==> config.mk <==
export PLATFORM = sky130hd
export DESIGN_NAME = traffic_sched_ctrl
export DESIGN_NICKNAME = d
export VERILOG_FILES = /design/src/rtl/traffic_sched_ctrl.sv
export SDC_FILE = /design/constraint.sdc
export NUM_CORES = 1
export LEC_CHECK = 0
export ABC_AREA = 1
export CAP_MARGIN = 15
export CORE_MARGIN = 2
export CORE_UTILIZATION = 55
export CTS_CLUSTER_DIAMETER = 50
export DETAILED_ROUTE_END_ITERATION = 8
export PLACE_DENSITY_LB_ADDON = 0.1
export RECOVER_POWER = 50
export REMOVE_ABC_BUFFERS = 1
export SETUP_SLACK_MARGIN = 0.4
export SLEW_MARGIN = 15
export SYNTH_ARGS = -nofsm -noshare
export SYNTH_HDL_FRONTEND = slang
export SYNTH_SLANG_ARGS = --single-unit
==> constraint.sdc <==
create_clock -name clk -period 2.2 [get_ports clk]
set_input_delay 0.44 -clock clk [delete_from_list [all_inputs] [get_ports clk]]
set_output_delay 0.44 -clock clk [all_outputs]
set_load 0.01 [all_outputs]
==> src/rtl/traffic_sched_ctrl.sv <==
// rtl/traffic_sched_ctrl.sv - second tick, request conditioning and phase timing for the traffic light FSM
//
// Ports:
//   clk, rst (async, active-low)
//   walkButton, Sensor       raw asynchronous inputs
//   phase_start, phase_sel   phase entry pulse and phase id from the light FSM
//   walk_ack                 light FSM has started serving walk
//   sec_tick                 one-cycle pulse per second
//   walk_pending             latched, debounced walk request
//   sensor_qual              sensor held high for SENSOR_QUAL ticks
//   phase_len                duration of the current phase, seconds
//   seconds_passed           seconds elapsed in the current phase
//   phase_expired            one-cycle pulse when the phase has run out
`timescale 1ns/1ps
module traffic_sched_ctrl #(
  parameter int CLK_DIV     = 100000000,
  parameter int DEBOUNCE    = 16,
  parameter int SENSOR_QUAL = 2,
  parameter int MAIN_G      = 12,
  parameter int SIDE_G      = 6,
  parameter int YEL         = 2,
  parameter int WALK        = 3,
  parameter int EXT         = 3
) (
  input  logic       clk,
  input  logic       rst,
  input  logic       walkButton,
  input  logic       Sensor,
  input  logic       phase_start,
  input  logic [1:0] phase_sel,
  input  logic       walk_ack,
  output logic       sec_tick,
  output logic       walk_pending,
  output logic       sensor_qual,
  output logic [3:0] phase_len,
  output logic [3:0] seconds_passed,
  output logic       phase_expired
);
  localparam int DIV_W = $clog2(CLK_DIV);
  localparam int DB_W  = $clog2(DEBOUNCE + 1);
  localparam int Q_W   = $clog2(SENSOR_QUAL + 1);

  logic [DIV_W-1:0] div_cnt;
  logic             btn_s1, btn_s2, sen_s1, sen_s2;
  logic             btn_cand, btn_deb, btn_deb_q;
  logic [DB_W-1:0]  db_cnt, db_next;
  logic [Q_W-1:0]   qual_cnt;
  logic             running;
  logic [3:0]       len_next;
  logic [4:0]       sp_inc;

  assign sec_tick    = (div_cnt == DIV_W'(CLK_DIV - 1));
  assign sensor_qual = (qual_cnt == Q_W'(SENSOR_QUAL));
  assign sp_inc      = {1'b0, seconds_passed} + 5'd1;

  // Divider; phase_start realigns it so every phase gets whole seconds.
  always_ff @(posedge clk or negedge rst) begin
    if (!rst) div_cnt <= '0;
    else if (phase_start || sec_tick) div_cnt <= '0;
    else div_cnt <= div_cnt + DIV_W'(1);
  end

  always_ff @(posedge clk or negedge rst) begin
    if (!rst) begin
      btn_s1 <= 1'b0;
      btn_s2 <= 1'b0;
      sen_s1 <= 1'b0;
      sen_s2 <= 1'b0;
    end else begin
      btn_s1 <= walkButton;
      btn_s2 <= btn_s1;
      sen_s1 <= Sensor;
      sen_s2 <= sen_s1;
    end
  end

  // A new level restarts the count at 1 because the current cycle already
  // matches it; the count saturates once the level has been accepted.
  always_comb begin
    db_next = db_cnt;
    if (btn_s2 != btn_cand) db_next = DB_W'(1);
    else if (db_cnt != DB_W'(DEBOUNCE)) db_next = db_cnt + DB_W'(1);
  end

  always_ff @(posedge clk or negedge rst) begin
    if (!rst) begin
      btn_cand     <= 1'b0;
      db_cnt       <= '0;
      btn_deb      <= 1'b0;
      btn_deb_q    <= 1'b0;
      walk_pending <= 1'b0;
    end else begin
      btn_cand  <= btn_s2;
      db_cnt    <= db_next;
      btn_deb_q <= btn_deb;
      if (db_next == DB_W'(DEBOUNCE)) btn_deb <= btn_s2;
      // Only the rising edge of the debounced level requests, so a held
      // button cannot re-arm the request after walk_ack.
      if (walk_ack) walk_pending <= 1'b0;
      else if (btn_deb && !btn_deb_q) walk_pending <= 1'b1;
    end
  end

  always_ff @(posedge clk or negedge rst) begin
    if (!rst) qual_cnt <= '0;
    else if (!sen_s2) qual_cnt <= '0;
    else if (sec_tick && !sensor_qual) qual_cnt <= qual_cnt + Q_W'(1);
  end

  always_comb begin
    case (phase_sel)
      2'd0:    len_next = 4'(MAIN_G);
      2'd1:    len_next = sensor_qual ? 4'(SIDE_G + EXT) : 4'(SIDE_G);
      2'd2:    len_next = 4'(YEL);
      default: len_next = 4'(WALK);
    endcase
  end

  // phase_start takes priority over a coincident tick, so an aborted phase
  // never reports expiry and the tick is not credited to the new phase.
  always_ff @(posedge clk or negedge rst) begin
    if (!rst) begin
      running        <= 1'b0;
      phase_len      <= '0;
      seconds_passed <= '0;
      phase_expired  <= 1'b0;
    end else if (phase_start) begin
      running        <= (len_next != 4'd0);
      phase_len      <= len_next;
      seconds_passed <= '0;
      phase_expired  <= (len_next == 4'd0);
    end else if (running && sec_tick) begin
      if (sp_inc == {1'b0, phase_len}) begin
        seconds_passed <= phase_len;
        running        <= 1'b0;
        phase_expired  <= 1'b1;
      end else begin
        seconds_passed <= sp_inc[3:0];
        phase_expired  <= 1'b0;
      end
    end else begin
      phase_expired <= 1'b0;
    end
  end
endmodule

==> flow_summary.yaml, run 1 <==
run_status:
  status: "completed"
grt:
  grt_pass1_wl_mm: 11.9
  grt_usage: 0.248
  antenna_found_initial: 0
  grt_max_degree: 36
  grt_pass1_vias: 2762
  gr-total-overflow: 0
timing:
  rsz0062_at_grt: "yes"
  maxSlewViolCount: 0
  setup_viol: 0
  worst_slew_pin_slew_ns: 0.909
  clock_skew_ns: 0.00755
  hold_viol: 0
  fin_crit_ns: 2.00
  fin_crit_sh: 0.909
  slew-limit-headroom: 0.394
  final.setup.tns_ns: 0
  max_freq_ghz: 0.500
clocking:
  clk_latency_ns: 0.31
  cts_tree: "done"
  postCtsHoldBufs: 0
  ctsLongestPathBuffers: 2
  clk_pin_slew_ns: 0.09
  cts_inserted_buffers: 5
  cts-root-buf: "clkbuf_8"
  clock_sinks: 52
  htree_levels: 2
power_and_ir_drop:
  ir_drop_mv: 0.325
  cellPowerDensity_mw_per_mm2: 474
  p_total_mw: 1.69
  power_leakage_nw: 1.62
placement:
  port_buffers: 19
  dp_hpwl_mm: 5.36
  gp_congestion: 0.989
worst_setup_path:
  worstPathArrival_ns: 1.56
  crit_fanout: 2
  critical_path_class: "reg2out"
  slowest_stage: "dfrtp_1"
  critPathBufInv: 1
  path_cells: "ha_2, nand2_2, nor2_4, nand2_4, nor4_4, buf_2"
  r2r_end: "div_cnt[25]$_DFF_PN0_"
  max_stage_delay_ns: 0.37
  required_ns: 1.76
  endpoint_kind: "output port"
  rrSetupSlack_ns: 0.56
  start_kind: "flip-flop"
  r2r.worst_path.cells: 8
  critPathTopFamily: "simple AND/OR/NAND/NOR gates"
  r2r-start: "div_cnt[0]$_DFF_PN0_"
route:
  routed_via_density: 5.11
  drc: 0
  dr_total_vias: 2805
  drt-total-wl_mm: 6.87
  wire_per_inst_microns: 12.5
  firstDrtPassIters: 5
  drt_iter0_drc: 214
  antenna_left: 0
logic_synthesis:
  ys_seq_area_frac: 0.432
  synth_top_area_share: 0.432
  ys_warn_count: 0
  synthTopCellsByArea: "dfrtp_1, nand2_1, nor2_1"
  avgSynthCellArea_sq_um: 7.02
  yosys.area.top_type: "dfrtp_1"
  synth_cell_types: 27
  synthCells: 429
  netlist_area_sq_mm: 0.00301
  ys_seq_elements: 52
hold_path:
  worstHoldPathType: "in2async"
layout:
  syn_to_final_growth_pct: 18.4
  fin_nets: 491
  diodes: 0
  drive_gt1_frac: 0.136
  n_fill_cell: 457
floorplanning:
  die_x_microns: 78.0
  io-pin-count: 20
  start_util: 0.579
  die_h_microns: 78.0
  rows: 26
  fp.coreArea_sq_mm: 0.00520
  die_area_sq_mm: 0.00609
run:
  drv_cap: 0
-- synthesized netlist by cell type --
cell type / n
o21a_1: 1
nor3_1: 6
inv_2: 2
nor2_1: 80
nand2_2: 3
nand3_1: 33
a21oi_1: 3
nand2_1: 137
o22ai_1: 1
dfrtp_1: 52
nand2_4: 2
nor3_2: 1
buf_6: 1
nand3b_1: 3
inv_1: 54
nor2_2: 14
nor2_4: 2
clkbuf_1: 1
nor4_1: 1
buf_8: 1
clkinv_1: 1
o21ai_0: 5
ha_1: 5
xnor2_1: 4
xor2_1: 6
nand4_1: 9
o21bai_1: 1
-- layer usage --
metal | global-route usage | vias up | part of all wire
met5 | 0 | - | 0
met4 | 0.0772 | 0 | 0.016
met1 | 0.316 | 1307 | 0.45
met3 | 0.0471 | 13 | 0.038
li1 | - | 1421 | -
met2 | 0.430 | 64 | 0.49
-- how the worst max path moves through the flow --
stage	from	end	depth (start not counted)
detailed placement	div_cnt[1]$_DFF_PN0_	sec_tick	6
CTS	div_cnt[11]$_DFF_PN0_	sec_tick	6
floorplan	div_cnt[0]$_DFF_PN0_	sec_tick	5
global route	div_cnt[1]$_DFF_PN0_	sec_tick	6
global placement	div_cnt[1]$_DFF_PN0_	sec_tick	6
finish	div_cnt[1]$_DFF_PN0_	sec_tick	6
-- state kept, by name, indices dropped and copies added, names as in the netlist --
register,count
btn_cand,1
btn_deb,1
btn_deb_q,1
btn_s1,1
btn_s2,1
db_cnt,5
div_cnt,27
phase_expired,1
phase_len,4
qual_cnt,2
running,1
seconds_passed,4
sen_s1,1
sen_s2,1
walk_pending,1
-- placed cells by master, fill, tap and decap left out, types with 2 or more instances in the layout --
cell / instances
inv_2: 3
dlygate4sd3_1: 2
nand2_1: 137
ha_1: 4
clkbuf_1: 2
nor2_1: 80
nor2_4: 3
nor2_2: 13
clkbuf_8: 5
nand3b_1: 3
o21ai_0: 5
xor2_1: 6
dfrtp_1: 48
a21oi_1: 3
nand2_2: 3
inv_1: 53
nand3_1: 33
nor3_1: 6
nand4_1: 9
dfrtp_2: 4
clkdlybuf4s50_1: 14
buf_4: 25
xnor2_1: 4
-- power breakdown --
part / internal (mW) / switching, mW
sequential: 0.978 / 0.0209
combinational: 0.0587 / 0.0875
clock: 0.227 / 0.318
total: 1.26 / 0.426
-- kinds of logic after synthesis --
kind of cell               share of synthesized area
xor gates and xnor gates                      0.0291
buffers and inverters                         0.0810
AOI/OAI and AO/OA                             0.0203
adders and majority gates                     0.0208
and+or+nand+nor                                0.417
DFF                                            0.432
-- metrics by stage --
stage                     hold slack, ns   util  std cells  setup slack (ns)  area, sq um
after detailed placement           0.340  0.652        532           -0.0278         3400
after global placement             0.334  0.652        532            0.0364         3400
after CTS                         0.0608  0.676        543             0.197         3520
after global routing               0.296  0.685        549            0.0679         3570
after floorplan                    0.144      -        426             0.366         2980
final                              0.234  0.685        549             0.201         3570
-- area by class of cell --
| cell class | count | area, sq um | share of cell area |
|---|---|---|---|
| clock buffer | 6 | 72.6 | 0.0204 |
| clock inverter | 2 | 16.3 | 0.00456 |
| inverter | 57 | 214 | 0.0600 |
| multi-input combinational | 317 | 1500 | 0.420 |
| sequential | 52 | 1310 | 0.366 |
| tap | 70 | 87.6 | 0.0246 |
| timing repair buffer | 45 | 370 | 0.104 |
-- repair_timing --
action / 4_1_cts / 5_1_grt
hold endpoints to repair: 0 / 0
resized for setup: 10 / 5
endpoints found under the setup margin: 4 / 32
setup buffers: 3 / 6
pin swaps: 2 / 3
(Power assumes the default switching activity.)
==> inputs of run 2 (changes only) <==
--- a/config.mk
+++ b/config.mk
@@ -9,7 +9,7 @@
 export CAP_MARGIN = 15
 export CORE_MARGIN = 2
 export CORE_UTILIZATION = 55
-export CTS_CLUSTER_DIAMETER = 50
+export CTS_CLUSTER_DIAMETER = 200
 export DETAILED_ROUTE_END_ITERATION = 8
 export PLACE_DENSITY_LB_ADDON = 0.1
 export RECOVER_POWER = 50
==> results of run 2 <==
Same layout as run 1: the final DEF is identical, and so are final timing and power.
==> inputs of run 3 (changes only) <==
--- a/config.mk
+++ b/config.mk
@@ -6,9 +6,10 @@
 export NUM_CORES = 1
 export LEC_CHECK = 0
 export ABC_AREA = 1
+export ABC_CLOCK_PERIOD_IN_PS = 2200
 export CAP_MARGIN = 15
 export CORE_MARGIN = 2
-export CORE_UTILIZATION = 55
+export CORE_UTILIZATION = 34
 export CTS_CLUSTER_DIAMETER = 200
 export DETAILED_ROUTE_END_ITERATION = 8
 export PLACE_DENSITY_LB_ADDON = 0.1
==> flow_summary.yaml, run 3 (synthesized netlist as in run 1, its figures left out) <==
run_status:
  status: "completed"
layout:
  final_common_cell: "nand2_1"
  top_regs: "div_cnt (27), db_cnt (5)"
  drive_gt1_frac: 0.175
  largest_register_ff_count: 27
  diodes: 0
  mostFrequentLayoutCells: "nand2_1, nor2_1, inv_1"
  fin_nets: 503
  largest-register: "div_cnt"
  syn_to_final_growth_pct: 23.9
route:
  dr_total_vias: 2708
  routed_via_density: 4.52
  antenna_left: 0
  wire_per_inst_microns: 11.9
  drt-total-wl_mm: 7.13
  drt_iter0_drc: 99
  drc: 0
  firstDrtPassIters: 4
worst_setup_path:
  r2r_end: "seconds_passed[2]$_DFFE_PN0P_"
  r2r-start: "div_cnt[0]$_DFF_PN0_"
  r2r.worst_path.cells: 10
  crit_path_start: "div_cnt[0]$_DFF_PN0_"
  critical_path_class: "reg2out"
  crit_fanout: 2
  start_kind: "flip-flop"
  worstPathArrival_ns: 1.52
  rrSetupSlack_ns: 0.52
  endpoint_kind: "output port"
  required_ns: 1.76
clocking:
  clk_pin_slew_ns: 0.10
  ctsLongestPathBuffers: 2
  cts_inserted_buffers: 5
  cts_tree: "done"
  clk_latency_ns: 0.30
  htree_levels: 2
  clock_sinks: 52
  cts-root-buf: "clkbuf_8"
grt:
  gr-total-overflow: 0
  grt_pass1_vias: 2661
  antenna_found_initial: 0
  grt_usage: 0.159
  grt_pass1_wl_mm: 12.6
  grt_max_degree: 29
floorplanning:
  die_h_microns: 98.1
  fp.coreArea_sq_mm: 0.00864
  rows: 34
  start_util: 0.349
  die_x_microns: 98.1
  io-pin-count: 20
  die_area_sq_mm: 0.00963
placement:
  port_buffers: 19
  gp_congestion: 0.825
  place_ws_ns: -0.0791
  dp_hpwl_mm: 5.41
timing:
  fin_crit_ns: 1.96
  hold_viol: 0
  max_freq_ghz: 0.511
  slew-limit-headroom: 0.0213
  timing.final.ws_setup_ns: 0.243
  rsz0062_at_grt: "yes"
  clock_skew_ns: 0.00732
  maxSlewViolCount: 0
  setup_viol: 0
  worst_slew_pin_slew_ns: 1.47
  fin_crit_sh: 0.890
power_and_ir_drop:
  power_leakage_nw: 1.70
  ir_drop_mv: 0.277
  p_total_mw: 1.70
  cellPowerDensity_mw_per_mm2: 455
hold_path:
  hold_start: "btn_s1$_DFF_PN0_"
  min_path_cells: 0
  worstHoldPathType: "reg2reg"
  worstHoldEndpoint: "btn_s2$_DFF_PN0_"
run:
  drv_cap: 0
==> run 3: cell types whose count changed in the layout (fill, tap and decap cells not counted), moves of 2 or more <==
cell      before  now
nand2_1      137  134
nand2_2        3    6
nor2_2        13   15
clkinv_2       0    2
buf_4         25   37
inv_2          3    6
inv_1         53   50
==> run 3: power by group <==
part | leakage, nW | internal, mW | switching, mW
sequential | 0.688 | 0.978 | 0.0213
combinational | 0.967 | 0.0603 | 0.0859
clock | 0.0479 | 0.223 | 0.329
==> run 3: routing by layer <==
metal  GRT usage  up-vias  part of all wire
met5           0        -                 0
met4      0.0379        0             0.012
met3      0.0301        8             0.031
met2       0.263       37              0.47
met1       0.219     1218              0.49
li1            -     1445                 -
==> run 3: through the flow <==
step                      hold WS, ns   util  instance area [sq um]  TNS (ns)  cells
final                           0.359  0.432                   3730         0    599
after global routing            0.370  0.432                   3730         0    599
after CTS                       0.156  0.429                   3710         0    597
after detailed placement        0.336  0.404                   3490   -0.0791    576
after global placement          0.333  0.404                   3490   -0.0718    576
after floorplan                 0.144      -                   2980         0    426
==> run 3: worst max path at each step <==
stage / endpoint / slack, ns / cells past startpoint
after floorplan: sec_tick / 0.37 / 5
after global placement: sec_tick / -0.07 / 7
after detailed placement: sec_tick / -0.08 / 7
after CTS: sec_tick / 0.20 / 5
after global routing: sec_tick / 0.11 / 7
final: sec_tick / 0.24 / 7
==> run 3: cell type report <==
cell class | count | area, sq um
flip-flops and latches | 52 | 1310
multi-input cells | 317 | 1510
inverters | 57 | 214
fillers | 915 | 4900
clock buffers | 5 | 68.8
repair buffers | 57 | 482
clock inverters | 3 | 18.8
well taps | 108 | 135
==> run 3: repair_timing <==
item                                    4_1_cts  5_1_grt
resized for setup                            18        5
setup buffers                                13        2
pin swaps                                     4        0
endpoints found under the setup margin        4       32
hold buffers                                  0        0
==> run 3: critical path: stages, from the launching register on <==
cell     delay (ns)
dfrtp_1        0.37
ha_2           0.19
nand2_2        0.07
nor2_4         0.14
nand2_4        0.07
nor4_4         0.14
buf_4          0.15
buf_6          0.09
